===== src/rtl/mips_pkg.sv =====
// Shared definitions for the multicycle MIPS controller: opcodes, functs,
// ALU control codes, FSM state encodings and datapath mux encodings.
package mips_pkg;

  localparam int unsigned OP_W    = 6;
  localparam int unsigned FUNCT_W = 6;
  localparam int unsigned ALUC_W  = 4;
  localparam int unsigned STATE_W = 4;
  localparam int unsigned SRCB_W  = 2;
  localparam int unsigned PCSRC_W = 2;

  // Opcodes (IR[31:26])
  localparam logic [OP_W-1:0] OP_RTYPE = 6'b000000;
  localparam logic [OP_W-1:0] OP_J     = 6'b000010;
  localparam logic [OP_W-1:0] OP_BEQ   = 6'b000100;
  localparam logic [OP_W-1:0] OP_BNE   = 6'b000101;
  localparam logic [OP_W-1:0] OP_ADDI  = 6'b001000;
  localparam logic [OP_W-1:0] OP_SLTI  = 6'b001010;
  localparam logic [OP_W-1:0] OP_ANDI  = 6'b001100;
  localparam logic [OP_W-1:0] OP_ORI   = 6'b001101;
  localparam logic [OP_W-1:0] OP_LW    = 6'b100011;
  localparam logic [OP_W-1:0] OP_SW    = 6'b101011;

  // R-type functs (IR[5:0])
  localparam logic [FUNCT_W-1:0] F_SLL = 6'b000000;
  localparam logic [FUNCT_W-1:0] F_SRL = 6'b000010;
  localparam logic [FUNCT_W-1:0] F_ADD = 6'b100000;
  localparam logic [FUNCT_W-1:0] F_SUB = 6'b100010;
  localparam logic [FUNCT_W-1:0] F_AND = 6'b100100;
  localparam logic [FUNCT_W-1:0] F_OR  = 6'b100101;
  localparam logic [FUNCT_W-1:0] F_NOR = 6'b100111;
  localparam logic [FUNCT_W-1:0] F_SLT = 6'b101010;

  // ALU control codes, shared with the ALU
  localparam logic [ALUC_W-1:0] ALU_AND = 4'b0000;
  localparam logic [ALUC_W-1:0] ALU_OR  = 4'b0001;
  localparam logic [ALUC_W-1:0] ALU_ADD = 4'b0010;
  localparam logic [ALUC_W-1:0] ALU_SUB = 4'b0110;
  localparam logic [ALUC_W-1:0] ALU_SLT = 4'b0111;
  localparam logic [ALUC_W-1:0] ALU_SLL = 4'b1000;
  localparam logic [ALUC_W-1:0] ALU_NOR = 4'b1100;
  localparam logic [ALUC_W-1:0] ALU_SRL = 4'b1111;

  // ALU B operand select
  localparam logic [SRCB_W-1:0] SRCB_REG    = 2'b00;
  localparam logic [SRCB_W-1:0] SRCB_FOUR   = 2'b01;
  localparam logic [SRCB_W-1:0] SRCB_IMM    = 2'b10;
  localparam logic [SRCB_W-1:0] SRCB_IMM_SH = 2'b11;

  // PC source select
  localparam logic [PCSRC_W-1:0] PCSRC_ALU    = 2'b00;
  localparam logic [PCSRC_W-1:0] PCSRC_ALUOUT = 2'b01;
  localparam logic [PCSRC_W-1:0] PCSRC_JUMP   = 2'b10;

  typedef enum logic [STATE_W-1:0] {
    S_FETCH  = 4'd0,
    S_DECODE = 4'd1,
    S_MEMADR = 4'd2,
    S_MEMRD  = 4'd3,
    S_MEMWB  = 4'd4,
    S_MEMWR  = 4'd5,
    S_EXEC_R = 4'd6,
    S_ALUWB  = 4'd7,
    S_EXEC_I = 4'd8,
    S_IWB    = 4'd9,
    S_BRANCH = 4'd10,
    S_JUMP   = 4'd11
  } state_e;

  // Class of ALU operation requested by the FSM; the decoder resolves it
  typedef enum logic [1:0] {
    ALUOP_ADD   = 2'd0,
    ALUOP_SUB   = 2'd1,
    ALUOP_FUNCT = 2'd2,
    ALUOP_IMM   = 2'd3
  } alu_op_e;

  function automatic logic is_i_alu(input logic [OP_W-1:0] op);
    return (op == OP_ADDI) || (op == OP_SLTI) || (op == OP_ANDI) || (op == OP_ORI);
  endfunction

endpackage


===== src/rtl/mips_mc_control_if.sv =====
// Controller <-> datapath/ALU interface.
// master: the controller (drives o_* enables/selects, consumes IR fields and zero flag)
// slave : the datapath side (drives IR fields and zero flag, consumes o_*)
interface mips_mc_control_if;
  import mips_pkg::*;

  logic [OP_W-1:0]    i_opcode;
  logic [FUNCT_W-1:0] i_funct;
  logic               i_zf;

  logic               o_pc_we;
  logic               o_iord;
  logic               o_mem_we;
  logic               o_ir_we;
  logic               o_reg_dst;
  logic               o_mem_to_reg;
  logic               o_reg_we;
  logic               o_alu_src_a;
  logic [SRCB_W-1:0]  o_alu_src_b;
  logic               o_zext;
  logic [PCSRC_W-1:0] o_pc_src;
  logic [ALUC_W-1:0]  o_alu_control;
  logic               o_illegal;
  logic [STATE_W-1:0] o_state;

  modport master (
    input  i_opcode, i_funct, i_zf,
    output o_pc_we, o_iord, o_mem_we, o_ir_we, o_reg_dst, o_mem_to_reg, o_reg_we,
           o_alu_src_a, o_alu_src_b, o_zext, o_pc_src, o_alu_control, o_illegal, o_state
  );

  modport slave (
    output i_opcode, i_funct, i_zf,
    input  o_pc_we, o_iord, o_mem_we, o_ir_we, o_reg_dst, o_mem_to_reg, o_reg_we,
           o_alu_src_a, o_alu_src_b, o_zext, o_pc_src, o_alu_control, o_illegal, o_state
  );
endinterface


===== src/rtl/mips_alu_decoder.sv =====
// ALU decoder: maps (ALU op class, funct, opcode) to the ALU control code and
// immediate extension mode. Also flags whether the funct is a supported R-type.
// Ports: alu_op_i (class), funct_i, opcode_i -> alu_control_o, zext_o, funct_ok_o
module mips_alu_decoder
  import mips_pkg::*;
(
  input  alu_op_e             alu_op_i,
  input  logic [FUNCT_W-1:0]  funct_i,
  input  logic [OP_W-1:0]     opcode_i,
  output logic [ALUC_W-1:0]   alu_control_o,
  output logic                zext_o,
  output logic                funct_ok_o
);

  logic [ALUC_W-1:0] r_ctrl;

  // R-type funct lookup
  always_comb begin
    r_ctrl     = ALU_ADD;
    funct_ok_o = 1'b1;
    case (funct_i)
      F_ADD:   r_ctrl = ALU_ADD;
      F_SUB:   r_ctrl = ALU_SUB;
      F_AND:   r_ctrl = ALU_AND;
      F_OR:    r_ctrl = ALU_OR;
      F_NOR:   r_ctrl = ALU_NOR;
      F_SLT:   r_ctrl = ALU_SLT;
      F_SLL:   r_ctrl = ALU_SLL;
      F_SRL:   r_ctrl = ALU_SRL;
      default: funct_ok_o = 1'b0;
    endcase
  end

  // Resolve the class; immediate ops pick their code and extension from the opcode
  always_comb begin
    alu_control_o = ALU_ADD;
    zext_o        = 1'b0;
    case (alu_op_i)
      ALUOP_ADD:   alu_control_o = ALU_ADD;
      ALUOP_SUB:   alu_control_o = ALU_SUB;
      ALUOP_FUNCT: alu_control_o = r_ctrl;
      ALUOP_IMM: begin
        case (opcode_i)
          OP_SLTI: alu_control_o = ALU_SLT;
          OP_ANDI: begin
            alu_control_o = ALU_AND;
            zext_o        = 1'b1;
          end
          OP_ORI: begin
            alu_control_o = ALU_OR;
            zext_o        = 1'b1;
          end
          default: alu_control_o = ALU_ADD;
        endcase
      end
      default: alu_control_o = ALU_ADD;
    endcase
  end

endmodule


===== src/rtl/mips_mc_control.sv =====
// Multicycle MIPS main controller. Sequences FETCH/DECODE/execute/memory/
// writeback and drives datapath enables, mux selects and the ALU control code.
// Ports: i_clk, i_rst (async, active-high), bus (master modport: IR opcode/funct
// and ALU zero flag in; PC/IR/memory/register-file enables, selects, ALU code,
// illegal pulse and debug state out).
module mips_mc_control
  import mips_pkg::*;
#(
  parameter logic [STATE_W-1:0] RESET_STATE = 4'd0
) (
  input logic               i_clk,
  input logic               i_rst,
  mips_mc_control_if.master bus
);

  state_e state_q, state_d;

  logic               pc_we_c, iord_c, mem_we_c, ir_we_c;
  logic               reg_dst_c, mem_to_reg_c, reg_we_c, alu_src_a_c;
  logic [SRCB_W-1:0]  alu_src_b_c;
  logic [PCSRC_W-1:0] pc_src_c;
  logic               illegal_c;
  alu_op_e            alu_op_c;
  logic [ALUC_W-1:0]  alu_control_c;
  logic               zext_c;
  logic               funct_ok_c;

  mips_alu_decoder u_alu_dec (
    .alu_op_i      (alu_op_c),
    .funct_i       (bus.i_funct),
    .opcode_i      (bus.i_opcode),
    .alu_control_o (alu_control_c),
    .zext_o        (zext_c),
    .funct_ok_o    (funct_ok_c)
  );

  // State register
  always_ff @(posedge i_clk or posedge i_rst) begin
    if (i_rst) begin
      state_q <= state_e'(RESET_STATE);
    end else begin
      state_q <= state_d;
    end
  end

  // Next state and Moore outputs from state plus the stable IR fields
  always_comb begin
    state_d     = S_FETCH;
    pc_we_c     = 1'b0;
    iord_c      = 1'b0;
    mem_we_c    = 1'b0;
    ir_we_c     = 1'b0;
    reg_dst_c   = 1'b0;
    mem_to_reg_c = 1'b0;
    reg_we_c    = 1'b0;
    alu_src_a_c = 1'b0;
    alu_src_b_c = SRCB_REG;
    pc_src_c    = PCSRC_ALU;
    illegal_c   = 1'b0;
    alu_op_c    = ALUOP_ADD;

    case (state_q)
      S_FETCH: begin
        ir_we_c     = 1'b1;
        pc_we_c     = 1'b1;
        alu_src_b_c = SRCB_FOUR;
        state_d     = S_DECODE;
      end
      S_DECODE: begin
        alu_src_b_c = SRCB_IMM_SH;
        if (bus.i_opcode == OP_LW || bus.i_opcode == OP_SW) begin
          state_d = S_MEMADR;
        end else if (bus.i_opcode == OP_RTYPE) begin
          if (funct_ok_c) begin
            state_d = S_EXEC_R;
          end else begin
            illegal_c = 1'b1;
          end
        end else if (bus.i_opcode == OP_BEQ || bus.i_opcode == OP_BNE) begin
          state_d = S_BRANCH;
        end else if (is_i_alu(bus.i_opcode)) begin
          state_d = S_EXEC_I;
        end else if (bus.i_opcode == OP_J) begin
          state_d = S_JUMP;
        end else begin
          illegal_c = 1'b1;
        end
      end
      S_MEMADR: begin
        alu_src_a_c = 1'b1;
        alu_src_b_c = SRCB_IMM;
        state_d     = (bus.i_opcode == OP_SW) ? S_MEMWR : S_MEMRD;
      end
      S_MEMRD: begin
        iord_c  = 1'b1;
        state_d = S_MEMWB;
      end
      S_MEMWB: begin
        mem_to_reg_c = 1'b1;
        reg_we_c     = 1'b1;
      end
      S_MEMWR: begin
        iord_c   = 1'b1;
        mem_we_c = 1'b1;
      end
      S_EXEC_R: begin
        alu_src_a_c = 1'b1;
        alu_op_c    = ALUOP_FUNCT;
        state_d     = S_ALUWB;
      end
      S_ALUWB: begin
        reg_dst_c = 1'b1;
        reg_we_c  = 1'b1;
      end
      S_EXEC_I: begin
        alu_src_a_c = 1'b1;
        alu_src_b_c = SRCB_IMM;
        alu_op_c    = ALUOP_IMM;
        state_d     = S_IWB;
      end
      S_IWB: begin
        reg_we_c = 1'b1;
        alu_op_c = ALUOP_IMM;
      end
      S_BRANCH: begin
        alu_src_a_c = 1'b1;
        alu_op_c    = ALUOP_SUB;
        pc_src_c    = PCSRC_ALUOUT;
        // Branch decision uses the zero flag of the compare in this same cycle
        pc_we_c     = (bus.i_opcode == OP_BEQ) ? bus.i_zf : ~bus.i_zf;
      end
      S_JUMP: begin
        pc_src_c = PCSRC_JUMP;
        pc_we_c  = 1'b1;
      end
      default: state_d = S_FETCH;
    endcase
  end

  // Enables are held low for as long as reset is asserted
  assign bus.o_pc_we       = pc_we_c & ~i_rst;
  assign bus.o_mem_we      = mem_we_c & ~i_rst;
  assign bus.o_ir_we       = ir_we_c & ~i_rst;
  assign bus.o_reg_we      = reg_we_c & ~i_rst;
  assign bus.o_illegal     = illegal_c & ~i_rst;
  assign bus.o_iord        = iord_c;
  assign bus.o_reg_dst     = reg_dst_c;
  assign bus.o_mem_to_reg  = mem_to_reg_c;
  assign bus.o_alu_src_a   = alu_src_a_c;
  assign bus.o_alu_src_b   = alu_src_b_c;
  assign bus.o_zext        = zext_c;
  assign bus.o_pc_src      = pc_src_c;
  assign bus.o_alu_control = alu_control_c;
  assign bus.o_state       = state_q;

endmodule


===== src/flat_wrapper.sv =====
// flat-port wrapper written by rule: the top's interface ports become plain ports
module mips_mc_control_flat import mips_pkg::*;
#(
  parameter logic [STATE_W-1:0] RESET_STATE = 4'd0
)
  (i_clk, i_rst, bus_i_opcode, bus_i_funct, bus_i_zf, bus_o_pc_we, bus_o_iord, bus_o_mem_we, bus_o_ir_we, bus_o_reg_dst, bus_o_mem_to_reg, bus_o_reg_we, bus_o_alu_src_a, bus_o_alu_src_b, bus_o_zext, bus_o_pc_src, bus_o_alu_control, bus_o_illegal, bus_o_state);
  mips_mc_control_if bus_i ();
  input logic i_clk;
  input logic i_rst;
  input wire logic [$bits(bus_i.i_opcode)-1:0] bus_i_opcode;
  input wire logic [$bits(bus_i.i_funct)-1:0] bus_i_funct;
  input wire logic [$bits(bus_i.i_zf)-1:0] bus_i_zf;
  output wire logic [$bits(bus_i.o_pc_we)-1:0] bus_o_pc_we;
  output wire logic [$bits(bus_i.o_iord)-1:0] bus_o_iord;
  output wire logic [$bits(bus_i.o_mem_we)-1:0] bus_o_mem_we;
  output wire logic [$bits(bus_i.o_ir_we)-1:0] bus_o_ir_we;
  output wire logic [$bits(bus_i.o_reg_dst)-1:0] bus_o_reg_dst;
  output wire logic [$bits(bus_i.o_mem_to_reg)-1:0] bus_o_mem_to_reg;
  output wire logic [$bits(bus_i.o_reg_we)-1:0] bus_o_reg_we;
  output wire logic [$bits(bus_i.o_alu_src_a)-1:0] bus_o_alu_src_a;
  output wire logic [$bits(bus_i.o_alu_src_b)-1:0] bus_o_alu_src_b;
  output wire logic [$bits(bus_i.o_zext)-1:0] bus_o_zext;
  output wire logic [$bits(bus_i.o_pc_src)-1:0] bus_o_pc_src;
  output wire logic [$bits(bus_i.o_alu_control)-1:0] bus_o_alu_control;
  output wire logic [$bits(bus_i.o_illegal)-1:0] bus_o_illegal;
  output wire logic [$bits(bus_i.o_state)-1:0] bus_o_state;
  assign bus_i.i_opcode = bus_i_opcode;
  assign bus_i.i_funct = bus_i_funct;
  assign bus_i.i_zf = bus_i_zf;
  assign bus_o_pc_we = bus_i.o_pc_we;
  assign bus_o_iord = bus_i.o_iord;
  assign bus_o_mem_we = bus_i.o_mem_we;
  assign bus_o_ir_we = bus_i.o_ir_we;
  assign bus_o_reg_dst = bus_i.o_reg_dst;
  assign bus_o_mem_to_reg = bus_i.o_mem_to_reg;
  assign bus_o_reg_we = bus_i.o_reg_we;
  assign bus_o_alu_src_a = bus_i.o_alu_src_a;
  assign bus_o_alu_src_b = bus_i.o_alu_src_b;
  assign bus_o_zext = bus_i.o_zext;
  assign bus_o_pc_src = bus_i.o_pc_src;
  assign bus_o_alu_control = bus_i.o_alu_control;
  assign bus_o_illegal = bus_i.o_illegal;
  assign bus_o_state = bus_i.o_state;
  mips_mc_control #(.RESET_STATE(RESET_STATE)) u_core (.i_clk(i_clk), .i_rst(i_rst), .bus(bus_i));
endmodule

===== config.mk =====
export PLATFORM = sky130hd
export DESIGN_NAME = mips_mc_control_flat
export DESIGN_NICKNAME = d
export VERILOG_FILES = /design/src/rtl/mips_pkg.sv /design/src/rtl/mips_mc_control_if.sv /design/src/rtl/mips_alu_decoder.sv /design/src/rtl/mips_mc_control.sv /design/src/flat_wrapper.sv
export SDC_FILE = /design/constraint.sdc
export NUM_CORES = 1
export LEC_CHECK = 0
export CORE_MARGIN = 2
export CORE_UTILIZATION = 39
export DETAILED_ROUTE_END_ITERATION = 12
export PLACE_DENSITY = 0.86
export SETUP_SLACK_MARGIN = 0.5
export SLEW_MARGIN = 10
export SYNTH_ARGS = -nofsm -noshare
export SYNTH_HDL_FRONTEND = slang
export SYNTH_SLANG_ARGS = --single-unit
export TNS_END_PERCENT = 10

===== constraint.sdc =====
create_clock -name i_clk -period 1.7 [get_ports i_clk]
set_input_delay 0.17 -clock i_clk [delete_from_list [all_inputs] [get_ports i_clk]]
set_output_delay 0.17 -clock i_clk [all_outputs]
set_load 0.05 [all_outputs]

==> results of run 1 <==
## cell usage after synthesis (all sizes together) (2+ instances only)
cell      n
nand2     3
inv       5
nor2     17
nor3      8
nand2b    9
a31oi     2
o21ai     6
o22ai     2
dfrtp     4
o21a      2
or4b      2
clkbuf    3
or3       2
a211oi    3
a21oi     7
a2111oi   2
buf       3
o31ai     3
nor4      2
## per-stage QoR
step / setup WS, ns / area, sq um / hold WS, ns / std cells / utilization
2_1_floorplan: -0.3542 / 845.8 / -0.06387 / 105 / -
3_5_place_dp: -0.3872 / 1560 / 0.5852 / 189 / 0.9036
3_3_place_gp: -0.3073 / 1560 / 0.5586 / 189 / 0.9036
4_1_cts: -0.2485 / 1622 / 0.3667 / 193 / 0.9391
## what timing repair did
| action | in CTS |
|---|---|
| gates resized for setup | 14 |
| pin swaps | 8 |
| endpoints found under the setup margin | 23 |
| hold buffers | 0 |
| setup buffers | 1 |
## kinds of logic after synthesis
| kind of cell | Yosys count |
|---|---|
| simple gates | 56 |
| flops | 4 |
| buf+inv | 11 |
| xor+xnor | 1 |
| compound gates | 33 |
==> summary.md, run 1 <==
| Metric | Value |
|---|---|
| Synth cell types | 44 |
| Sequential share of the synthesized area | 0.1408 |
| Initial core utilization | 0.4116 |
| Fraction of registers with async set/reset | 1.000 |
| Post-synth top flop | dfrtp_1 |
| Worst_ep grt | bus_o_alu_control[1] |
| CTS max path bufs | 2 |
| Xor and xnor area share after synthesis | 0.01232 |
| Post-synth top area share | 0.1408 |
| Synthesized flop and latch total | 4 |
| Largest net degree at the start of global routing | 18 |
| Initial antenna violation count | 0 |
| Simple-gate share of the synthesized area | 0.4630 |
| Net count after synthesis | 120 |
| Failed at | global routing |
| H-tree Lvls | 1 |
| Syn avg cell area | 6.768 sq um |
| Sink Count | 4 |
| Die X | about 47 um |
| Routability-driven placement congestion ratio | 0.9788 |
| DP HPWL | 2.631 mm |
| Status | aborted with a tool error |
| Total CTS buffers | 3 |
| Adder-cell share of the synthesized area | 0 |
| Stop Error | [ERROR DPL-0033] detailed placement checks failed during check placement. |
| Synth Cell Area | roughly 710 sq um |
| Post-synthesis mux area share | 0 |
| Yosys top cell by area | dfrtp_1 |
| Main area contributors after synthesis | dfrtp_1 (14%), nor2_1 (9.0%), nand2b_1 (7.9%) |
| Syn Inst Count | 105 |
| CTS root buffer | clkbuf_4 |
| Worst EP kind | top-level output |
| Post-synthesis compound-gate area fraction | 0.3187 |
| YS warnings | 0 |
| Input/output buffers | 36 |
| Die Y | ~47 um |
| FP Rows | 15 |
| Post-synth EDFFs | 0 |
| I/O Pins | 37 |
| Combinational family with the most area after synthesis | simple AND/OR/NAND/NOR gates |
==> run 2: changes to the inputs <==
- CORE_AREA: unset -> 2 2 63 65
- CORE_MARGIN: 2 -> unset
- CORE_UTILIZATION: 39 -> unset
- DIE_AREA: unset -> 0 0 65 67
- PLACE_DENSITY: 0.86 -> unset
- PLACE_DENSITY_LB_ADDON: unset -> 0.15
- SETUP_SLACK_MARGIN: 0.5 -> unset
==> run 2 against run 1 <==
The flow now finishes, with violations (setup timing). Synthesized cell count unchanged. Synthesized area unchanged.
==> summary.md, run 2 <==
| Metric | Value |
|---|---|
| Status | finished with violations |
| Failing checks | setup timing |
| Seq. cell area | 105.1 sq um |
| Peak VDD IR | about 0.30 mV |
| Initial antenna violation count | 0 |
| Sink Count | 4 (unchanged) |
| Post-synthesis mux area share | 0 (unchanged) |
| Net count after synthesis | 120 (unchanged) |
| Routed Antenna Nets | 0 |
| Initial detailed-routing violation count | 27 |
| Synth cell count leaders | nor2_1 (17), nand2b_1 (9), nor3_1 (8) |
| DRC Markers | 0 |
| Syn avg cell area | 6.768 sq um (unchanged) |
| Least-Margin Pin Slew | ~0.38 ns |
| Die Y | 67 um (+44%) |
| Max-Cap Viols | 0 |
| Nets | approximately 190 |
| CTS root buffer | clkbuf_8 |
| Fraction of layout cells with a size suffix above 1 | 0.4940 |
| Worst r2r dst | u_core.bus.o_state[1] |
| FF-to-FF Start | u_core.bus.o_state[1] |
| Sequential share of the synthesized area | 0.1408 (unchanged) |
| Type of the worst setup path | flip-flop to output port |
| Relative slew margins | 0.7393 |
| Vias in the first global route | ~1100 |
| DR pass1 iterations | 4 |
| Simple-gate share of the synthesized area | 0.4630 (unchanged) |
| Max reg flops | 4 |
| Fillers | between 300 and 400 |
| Routability-driven placement congestion ratio | 0.8802 (-10%) |
| Worst endpoint required time | around 1.5 ns |
| CP Launch Type | flip-flop |
| DIE AREA | ~4400 sq um |
| DR WL/cell | approximately 13 um |
| Vias per cell | between 4 and 5 |
| Post-synth EDFFs | 0 (unchanged) |
| Adder-cell share of the synthesized area | 0 (unchanged) |
| Clock transition at the registers of the reported paths | about 0.030 ns |
| Max-slew violations | 0 |
| H-tree Lvls | 1 (unchanged) |
| Total gr overflow | 0 |
| Synth cell types | 44 (unchanged) |
| Final Cycle Share | 1.107 |
| Die X | 65 um (+39%) |
| Area occupied by multi-input gates | between 700 and 800 sq um |
| Post-synth top area share | 0.1408 (unchanged) |
| Pleak | 0.6675 nW |
| Fraction of registers with async set/reset | 1.000 (unchanged) |
| Worst reg2reg path depth | 5 |
| Total CTS buffers | 3 (unchanged) |
| Pwr/cell area | about 970 nW/um^2 |
| FP Rows | 22 (+7) |
| I/O Pins | 37 (unchanged) |
| CTS tree | yes |
| Cell count after placement | 212 (+12%) |
| Antenna cells | 0 |
| Most common cell after layout, fill and taps aside | buf_4 |
| Syn-to-layout area delta | 138.9% |
| TNS Setup | -1.004 ns |
| YS warnings | 0 (unchanged) |
| Setup Viol. Count Final | 10 |
| Core Footprint | ~3600 sq um |
| Hold_buf cts | 0 (unchanged) |
| CTS max path bufs | 2 (unchanged) |
| Clock latency on the worst-skew pair | ~0.21 ns |
| Top-count cell post-synth | nor2_1 |
| Crit Path Max Fanout | 3 |
| Post-layout minimum cycle time | roughly 1.9 ns |
| R2R setup slack | about 0.18 ns |
| Xor and xnor area share after synthesis | 0.01232 (unchanged) |
| WL final | 2.821 mm |
| Combinational family with the most area after synthesis | simple AND/OR/NAND/NOR gates |
| Worst setup margin | -0.1827 ns |
| CP arrival | 1.71 ns |
| Fin. Hold Viols | 0 |
| Post-synth top flop | dfrtp_1 |
| Input/output buffers | 36 (unchanged) |
| Global-route wire length before repair | 4.657 mm |
| Synthesized flop and latch total | 4 (unchanged) |
| CP Capture Type | output port |
| GRT Util Overall | 0.1354 |
| Worst hold path type | primary input to asynchronous set/reset pin |
| Via count | roughly 1100 |
| Fmax | 531.2 MHz |
| DP HPWL | 2.346 mm (-11%) |
| Placed instance area | 1602 sq um (+2.6%) |
| Commonest non-fill, non-tap cells in the layout | buf_4 (32), buf_12 (17), nor2_1 (16) |
| Syn Inst Count | 105 (unchanged) |
| Yosys top cell by area | dfrtp_1 |
| Post-synthesis compound-gate area fraction | 0.3187 (unchanged) |
| Main area contributors after synthesis | dfrtp_1 (14%), nor2_1 (9.0%), nand2b_1 (7.9%) |
| Largest net degree at the start of global routing | 18 |
| Design area | 1698 sq um |
| Non-filler cells, final | between 200 and 250 |
| Worst Clk Skew | 0.0003460 ns |
| Synth Cell Area | 710.7 sq um (unchanged) |
| RSZ-0062 raised after global routing | true |
| Initial core utilization | 0.1971 (-0.2145) |
==> run 2: where the power goes <==
part | switching (mW) | internal, mW | total [mW]
registers | 0.0326 | 0.123 | 0.155
logic | 0.698 | 0.592 | 1.29
clock network | 0.0438 | 0.150 | 0.194
==> run 2: cells by family after synthesis <==
| family | count (synthesis) |
|---|---|
| DFF | 4 |
| and+or+nand+nor | 56 |
| AOI/OAI and AO/OA | 33 |
| xor gates and xnor gates | 1 |
| buffers and inverters | 11 |
==> run 2: cell type report <==
| class | instances | area share |
|---|---|---|
| repair buffers | 66 | 0.4451 |
| flip-flops and latches | 4 | 0.06190 |
| inverters | 5 | 0.01105 |
| clock buffers | 3 | 0.02432 |
| multi-input cells | 90 | 0.4223 |
| well taps | 48 | 0.03537 |
==> run 2: per-layer routing <==
layer	track usage	vias up	wire (um)
li1	-	524	-
met1	0.1505	485	1177
met2	0.2552	37	1421
met3	0.01520	8	131
met4	0.06383	0	91
met5	0	-	0
==> run 2: repair_timing <==
item                                    in CTS  in global routing
pin swaps                                    9                  0
endpoints found under the setup margin      12                 11
resized for setup                           15                  3
setup buffers                                1                  0
==> run 2: worst max path at each step <==
stage               depth (start not counted)             startpoint  slack [ns]              endpoint
detailed placement                          6        bus_i_opcode[3]       -0.34         bus_o_illegal
CTS                                         5  u_core.bus.o_state[2]       -0.19  bus_o_alu_control[1]
finish                                      5  u_core.bus.o_state[2]       -0.18  bus_o_alu_control[1]
global placement                            6        bus_i_opcode[3]       -0.30           bus_o_pc_we
floorplan                                   5  u_core.bus.o_state[2]       -0.35           bus_o_pc_we
global route                                5  u_core.bus.o_state[2]       -0.22  bus_o_alu_control[1]
==> run 2: worst max-delay path: stages, from the launching register on <==
cell      delay, ns
dfrtp_2        0.38
nand2b_4       0.14
or4b_4         0.60
nor2_4         0.17
a21oi_4        0.04
buf_6          0.15
==> run 2: metrics by stage <==
stage / hold WS, ns / total power [mW] / util / setup slack (ns)
after floorplan: -0.06387 / 0.8411 / - / -0.3542
final: 0.3878 / 1.639 / 0.4709 / -0.1827
after CTS: 0.3700 / 1.644 / 0.4677 / -0.1938
after global placement: 0.5672 / 1.405 / 0.4441 / -0.3004
after detailed placement: 0.5726 / 1.418 / 0.4441 / -0.3357
after global routing: 0.4128 / 1.723 / 0.4709 / -0.2241
Note: power is estimated with default switching activity, not from simulation.
==> run 3: changes to the inputs <==
==> constraint.sdc (replaced) <==
create_clock -name i_clk -period 1.7 [get_ports i_clk]
set_input_delay 0.34 -clock i_clk [delete_from_list [all_inputs] [get_ports i_clk]]
set_output_delay 0.34 -clock i_clk [all_outputs]
set_load 0.05 [all_outputs]
==> run 3 against run 2 <==
The flow still finishes with violations (setup timing). Via count grew 1.5%. Setup slack lost 0.16 ns. First-iteration DRC count increased by 30%. Utilization increased by 5.5 points. Critical path depth is the same. Clock power is essentially flat. Combinational power rose by 16%. Clock skew about the same. Largest cell class unchanged. Global-route usage rose by 1.2 points. Highest routed layer unchanged. Final area increased by 12%. Largest power group unchanged.
==> summary.md, run 3 (synthesis results as in run 2) <==
| Metric | Value |
|---|---|
| Status | finished with violations |
| Failing checks | setup timing |
| Commonest non-fill, non-tap cells in the layout | buf_4 (38), buf_12 (21), nor2_1 (11) |
| DP HPWL | 2.476 mm (+5.5%) |
| Final Cycle Share | 1.203 (+0.09505) |
| Grt peak-use layer | met2 |
| Via count | 1070 (+1.5%) |
| Fillers | 340 (-8.4%) |
| CTS max path bufs | 2 (unchanged) |
| Worst Clk Skew | 0.00005849 ns (-0.0002875 ns) |
| RSZ-0062 raised after global routing | true |
| Slowest CP cell | or4b_4 |
| Placed instance area | 1699 sq um (+6.1%) |
| Routed Antenna Nets | 0 (unchanged) |
| Fmax | 489.2 MHz (-7.9%) |
| Max-slew violations | 0 (unchanged) |
| Peak VDD IR | 0.4263 mV (+43%) |
| Initial antenna violation count | 0 (unchanged) |
| Type of the worst setup path | flip-flop to output port |
| CP Launch Type | flip-flop |
| Setup Viol. Count Final | 14 (+4) |
| Family with the most delay on the worst path | simple AND/OR/NAND/NOR gates |
| Worst path depth | 5 (unchanged) |
| Worst hold path type | primary input to flip-flop |
| Total gr overflow | 0 (unchanged) |
| Initial detailed-routing violation count | 35 (+30%) |
| Worst r2r dst | u_core.bus.o_state[1] |
| Relative slew margins | 0.7493 (+0.009979) |
| Worst reg2reg path depth | 6 (+1) |
| Fin. Hold Viols | 0 (unchanged) |
| WL final | 2.978 mm (+5.6%) |
| DR pass1 iterations | 4 (unchanged) |
| Vias in the first global route | 1089 (+1.2%) |
| I/O Pins | 37 (unchanged) |
| FF-to-FF Start | u_core.bus.o_state[2] |
| DRC Markers | 0 (unchanged) |
| Clock transition at the registers of the reported paths | 0.03 ns (about the same) |
| Syn-to-layout area delta | 166.9% |
| Worst setup margin | -0.3443 ns (-0.1616 ns) |
| R2R setup slack | 0.03 ns (-0.15 ns) |
| Largest net degree at the start of global routing | 12 (-6) |
| Util after Layout | 0.5260 (+0.05517) |
| CTS root buffer | clkbuf_8 |
| CTS tree | yes |
| H-tree Lvls | 1 (unchanged) |
| Worst endpoint required time | 1.36 ns (-0.17 ns) |
| DIE AREA | 4355 sq um (unchanged) |
| Least-Margin Pin Slew | 0.3666 ns (-0.01459 ns) |
| Vias per cell | 4.756 (-2.5%) |
| FP Rows | 22 (unchanged) |
| CP arrival | 1.70 ns (about the same) |
| Max stage delay on crit path | 0.60 ns (about the same) |
| Crit Path Max Fanout | 3 (unchanged) |
| Core Footprint | 3606 sq um (unchanged) |
| Input/output buffers | 36 (unchanged) |
| Design area | 1897 sq um (+12%) |
| GR Util met2 | 0.2796 (+0.02448) |
| Fraction of layout cells with a size suffix above 1 | 0.6328 (+0.1387) |
| WP buf/inv | 1 (unchanged) |
| CP Cell Sequence | nand2b_4 -> or4b_4 -> nor2_4 -> a21oi_4 -> buf_6 |
| Max reg flops | 4 (unchanged) |
| Non-filler cells, final | 225 (+4.2%) |
| Die X | 65 um (unchanged) |
| Start point of the critical path | u_core.bus.o_state[2] |
| Cell count after placement | 220 (+3.8%) |
| Total CTS buffers | 3 (unchanged) |
| Global-route wire length before repair | 5.016 mm (+7.7%) |
| Clock latency on the worst-skew pair | 0.21 ns (about the same) |
| GRT Util Overall | 0.1478 (+0.01242) |
| GR Layer Usage met3 | 0.006757 (-0.008446) |
| Sink Count | 4 (unchanged) |
| Initial core utilization | 0.1971 (unchanged) |
| Crit path to | bus_o_alu_control[1] |
| Pleak | 0.7511 nW (+13%) |
| Antenna cells | 0 (unchanged) |
| CP Capture Type | output port |
| Nets | 194 (+4.9%) |
| Most common cell after layout, fill and taps aside | buf_4 |
| DR WL/cell | 13.24 um (+1.3%) |
| Die Y | 67 um (unchanged) |
| Max-Cap Viols | 0 (unchanged) |
| Met1 usage | 0.1806 (+0.03012) |
| Post-layout minimum cycle time | 2.044 ns (+0.1616 ns) |
| Routability-driven placement congestion ratio | 0.8539 (-3.0%) |
| Pwr/cell area | 971.0 nW/um^2 (+0.56%) |
run 3: cell types whose count changed in the layout (fill, tap and decap cells not counted), sizes merged:
cell           change
clkdlybuf4s15      -2
dlygate4sd2        +4
dlymetal6s2s       -1
buf               +13
clkdlybuf4s50      -6
clkbuf             +1
run 3: worst min-delay path by stage:
stage / from / to / slack, ns / depth (start not counted)
after global routing: bus_i_opcode[3] / u_core.bus.o_state[2] / 0.47 / 3
final: bus_i_opcode[3] / u_core.bus.o_state[2] / 0.44 / 3
after global placement: u_core.bus.o_state[3] / u_core.bus.o_state[0] / 0.64 / 2
after detailed placement: u_core.bus.o_state[3] / u_core.bus.o_state[0] / 0.62 / 2
after CTS: bus_i_opcode[3] / u_core.bus.o_state[2] / 0.44 / 3
after floorplan: i_rst / u_core.bus.o_state[0] / 0.11 / 1
run 3: timing repair:
action                                  in CTS  in global routing
endpoints found under the setup margin      19                 19
setup buffers                                2                  0
pin swaps                                   12                  2
endpoints found under the hold margin        0                  0
gates cloned                                 0                  0
hold buffers                                 0                  0
resized for setup                           45                 15
run 3: worst register-to-register path: stages (launching register included):
cell,delay (ns)
dfrtp_2,0.39
buf_4,0.19
or2_4,0.28
buf_4,0.16
a2111oi_0,0.30
a211oi_1,0.13
o21ai_1,0.13
run 3: stage by stage:
step	setup TNS, ns	hold slack (ns)	setup WS, ns	total power, mW
floorplan	-6.439	0.1061	-0.5242	0.8411
global placement	-4.872	0.6362	-0.6198	1.519
detailed placement	-5.028	0.6196	-0.6588	1.529
CTS	-3.115	0.4411	-0.3529	1.800
global route	-4.007	0.4729	-0.3826	1.934
finish	-3.034	0.4390	-0.3443	1.842
run 3: where the power goes:
group | total [mW] | internal [mW] | switching [mW]
clock | 0.195 | 0.151 | 0.0445
sequential | 0.151 | 0.123 | 0.0286
combinational | 1.50 | 0.718 | 0.777
run 3: final cells by class:
class                      instances  area, sq um  area share
clock buffer                       3        41.29     0.02177
inverter                           5        18.77    0.009894
multi-input combinational         90        822.0      0.4334
sequential                         4        105.1     0.05541
tap                               48        60.06     0.03166
timing repair buffer              75        849.6      0.4479
run 3: per-layer routing:
| layer | routed length [um] | vias up |
|---|---|---|
| li1 | - | 543 |
| met4 | 13 | 0 |
| met2 | 1602 | 25 |
| met1 | 1265 | 500 |
| met5 | 0 | - |
| met3 | 97 | 2 |
==> run 4: changes to the inputs <==
- clock period: 1.7 -> 2.1 ns (I/O delays scaled with it)
==> run 4 against run 3 <==
The flow still finishes with violations (setup timing). Critical path depth is the same. Combinational power shrank 33%. Sequential share of layout area grew 0.43 points. Via count shrank 1.0%. Register-to-register slack gained 0.47 ns. Largest cell class unchanged. Highest routed layer unchanged.
==> summary.md, run 4 (synthesis results as in run 2) <==
| Metric | Value |
|---|---|
| Sequential Power Share | 0.089 (+0.007) |
| Commonest non-fill, non-tap cells in the layout | buf_4 (34), buf_12 (16), nor2_1 (15) |
| Global-route wire length before repair | 4.533 mm (-9.6%) |
| Cell count after placement | 210 (-4.5%) |
| DP HPWL | 2.272 mm (-8.2%) |
| Fraction of layout cells with a size suffix above 1 | 0.5030 (-0.1298) |
| Post-layout minimum cycle time | between 2 and 2.5 ns |
| Type of the worst setup path | flip-flop to output port |
| Hold_buf cts | 0 (unchanged) |
| Input/output buffers | 36 (unchanged) |
| Die X | 65 um (unchanged) |
| CP arrival | 1.73 ns (+0.03 ns) |
| WP buf/inv | 2 (+1) |
| Most common cell after layout, fill and taps aside | buf_4 |
| Worst Clk Skew | 0.0008521 ns (+0.0007936 ns) |
| Routed Antenna Nets | 0 (unchanged) |
| Worst hold path type | primary input to flip-flop |
| Crit Path Max Fanout | 8 (+5) |
| Family with the most delay on the worst path | simple AND/OR/NAND/NOR gates |
| Pwr/cell area | 758.5 nW/um^2 (-22%) |
| Sw Ratio | 0.4813 (+0.01965) |
| Initial core utilization | 0.1971 (unchanged) |
| Combinational power share | 0.785 (-0.027) |
| Pleak | 0.7075 nW (-5.8%) |
| CTS root buffer | clkbuf_8 |
| Die Y | 67 um (unchanged) |
| CP Capture Type | output port |
| Failing checks | setup timing |
| Nets | 186 (-4.1%) |
| WL final | 2.787 mm (-6.4%) |
| Fin. Hold Viols | 0 (unchanged) |
| Vias in the first global route | 987 (-9.4%) |
| Antenna cells | 0 (unchanged) |
| DR WL/cell | 12.84 um (-3.0%) |
| CP Cell Sequence | buf_6 -> nand2b_4 -> or3_4 -> nor3_4 -> buf_12 |
| Fillers | 369 (+8.5%) |
| Setup Viol. Count Final | 5 (-9) |
| I/O Pins | 37 (unchanged) |
| Non-filler cells, final | 217 (-3.6%) |
| Worst endpoint required time | 1.68 ns (+0.32 ns) |
| RSZ-0062 raised after global routing | true |
| Syn-to-layout area delta | 135.9% |
| Util after Layout | 0.4650 (-0.06107) |
| Via count | 1059 (-1.0%) |
| Final Cycle Share | 1.025 |
| Max reg flops | 4 (unchanged) |
| DR pass1 iterations | 4 (unchanged) |
| H-tree Lvls | 1 (unchanged) |
| GRT Util Overall | 0.1336 (-0.01420) |
| Status | finished with violations |
| Peak VDD IR | 0.2017 mV (-53%) |
| Power Total | 1.272 mW (-31%) |
| Largest net degree at the start of global routing | 18 (+6) |
| DIE AREA | 4355 sq um (unchanged) |
| Least-Margin Pin Slew | 0.4305 ns (+0.06384 ns) |
| Core Footprint | 3606 sq um (unchanged) |
| CP Launch Type | flip-flop |
| Relative slew margins | 0.7056 (-0.04366) |
| Setup WS pre-CTS | -0.4342 ns (+0.2246 ns) |
| Clock latency on the worst-skew pair | 0.21 ns (about the same) |
| CTS tree | yes |
| Psw | 0.6121 mW (-28%) |
| Total CTS buffers | 3 (unchanged) |
| Initial antenna violation count | 0 (unchanged) |
| Max stage delay on crit path | 0.42 ns (-0.18 ns) |
| Worst setup margin | -0.05156 ns (+0.2927 ns) |
| Vias per cell | 4.880 (+2.6%) |
| CTS max path bufs | 2 (unchanged) |
| Slowest CP cell | dfrtp_1 |
| Clock transition at the registers of the reported paths | 0.03 ns (about the same) |
| Routability-driven placement congestion ratio | 0.8083 (-5.3%) |
| Max-slew violations | 0 (unchanged) |
| Hold Slack | 0.5374 ns (+0.09834 ns) |
| Clock power frac | 0.126 (+0.020) |
| Internal power | 0.6596 mW (-33%) |
| Fmax | about 460 MHz |
| Sink Count | 4 (unchanged) |
| Initial detailed-routing violation count | 41 (+17%) |
| Max-Cap Viols | 0 (unchanged) |
| Total gr overflow | 0 (unchanged) |
| FP Rows | 22 (unchanged) |
| DRC Markers | 0 (unchanged) |
run 4: metrics by stage:
step	instance area, sq um	setup TNS [ns]
2_1_floorplan	769.5	-4.036
3_3_place_gp	1510	-2.239
3_5_place_dp	1510	-2.375
4_1_cts	1585	-0.3794
5_1_grt	1677	-0.5240
6_report	1677	-0.1342
run 4: worst paths after layout:
check | from | cells after the start | slack, ns | to
min | bus_i_opcode[4] | 4 | 0.54 | u_core.bus.o_state[3]
min in group asynchronous | i_rst | 3 | 0.63 | u_core.bus.o_state[3]
max | u_core.bus.o_state[3] | 5 | -0.05 | bus_o_alu_control[3]
max in group asynchronous | i_rst | 3 | 1.33 | u_core.bus.o_state[0]
min reg2reg | u_core.bus.o_state[3] | 2 | 0.71 | u_core.bus.o_state[0]
max reg2reg | u_core.bus.o_state[2] | 5 | 0.50 | u_core.bus.o_state[1]
run 4: layout make-up:
| cell class | instances | area (sq um) | area share |
|---|---|---|---|
| repair buffers | 67 | 747.0 | 0.4455 |
| well taps | 48 | 60.06 | 0.03582 |
| flip-flops and latches | 4 | 100.1 | 0.05970 |
| inverters | 5 | 18.77 | 0.01119 |
| multi-input cells | 90 | 709.4 | 0.4231 |
| clock buffers | 3 | 41.29 | 0.02463 |
run 4: timing repair:
action	CTS	global route
hold endpoints to repair	0	0
pin swaps	4	12
setup endpoints to repair	7	7
buffers inserted	2	2
resized for setup	30	15
run 4: metal layers:
layer,global-route usage,part of all wire
met5,0,0
met4,0.04787,0.0097
met3,0.02365,0.047
met2,0.2474,0.52
met1,0.1525,0.42
run 4: worst register-to-register path, delay by kind of cell (launching register included):
family | cells | cell delay [ns]
AO/OA/AOI/OAI | 3 | 0.59
buffers and inverters | 1 | 0.19
flip-flops | 1 | 0.37
AND/OR/NAND/NOR | 1 | 0.38
run 4: power groups by stage:
| stage | clock, mW | combinational, mW | sequential (mW) |
|---|---|---|---|
| finish | 0.161 | 0.998 | 0.114 |
| global route | 0.170 | 1.06 | 0.114 |
| CTS | 0.165 | 0.974 | 0.110 |
| detailed placement | 0 | 0.967 | 0.110 |
| global placement | 0 | 0.958 | 0.108 |
| floorplan | 0 | 0.458 | 0.186 |
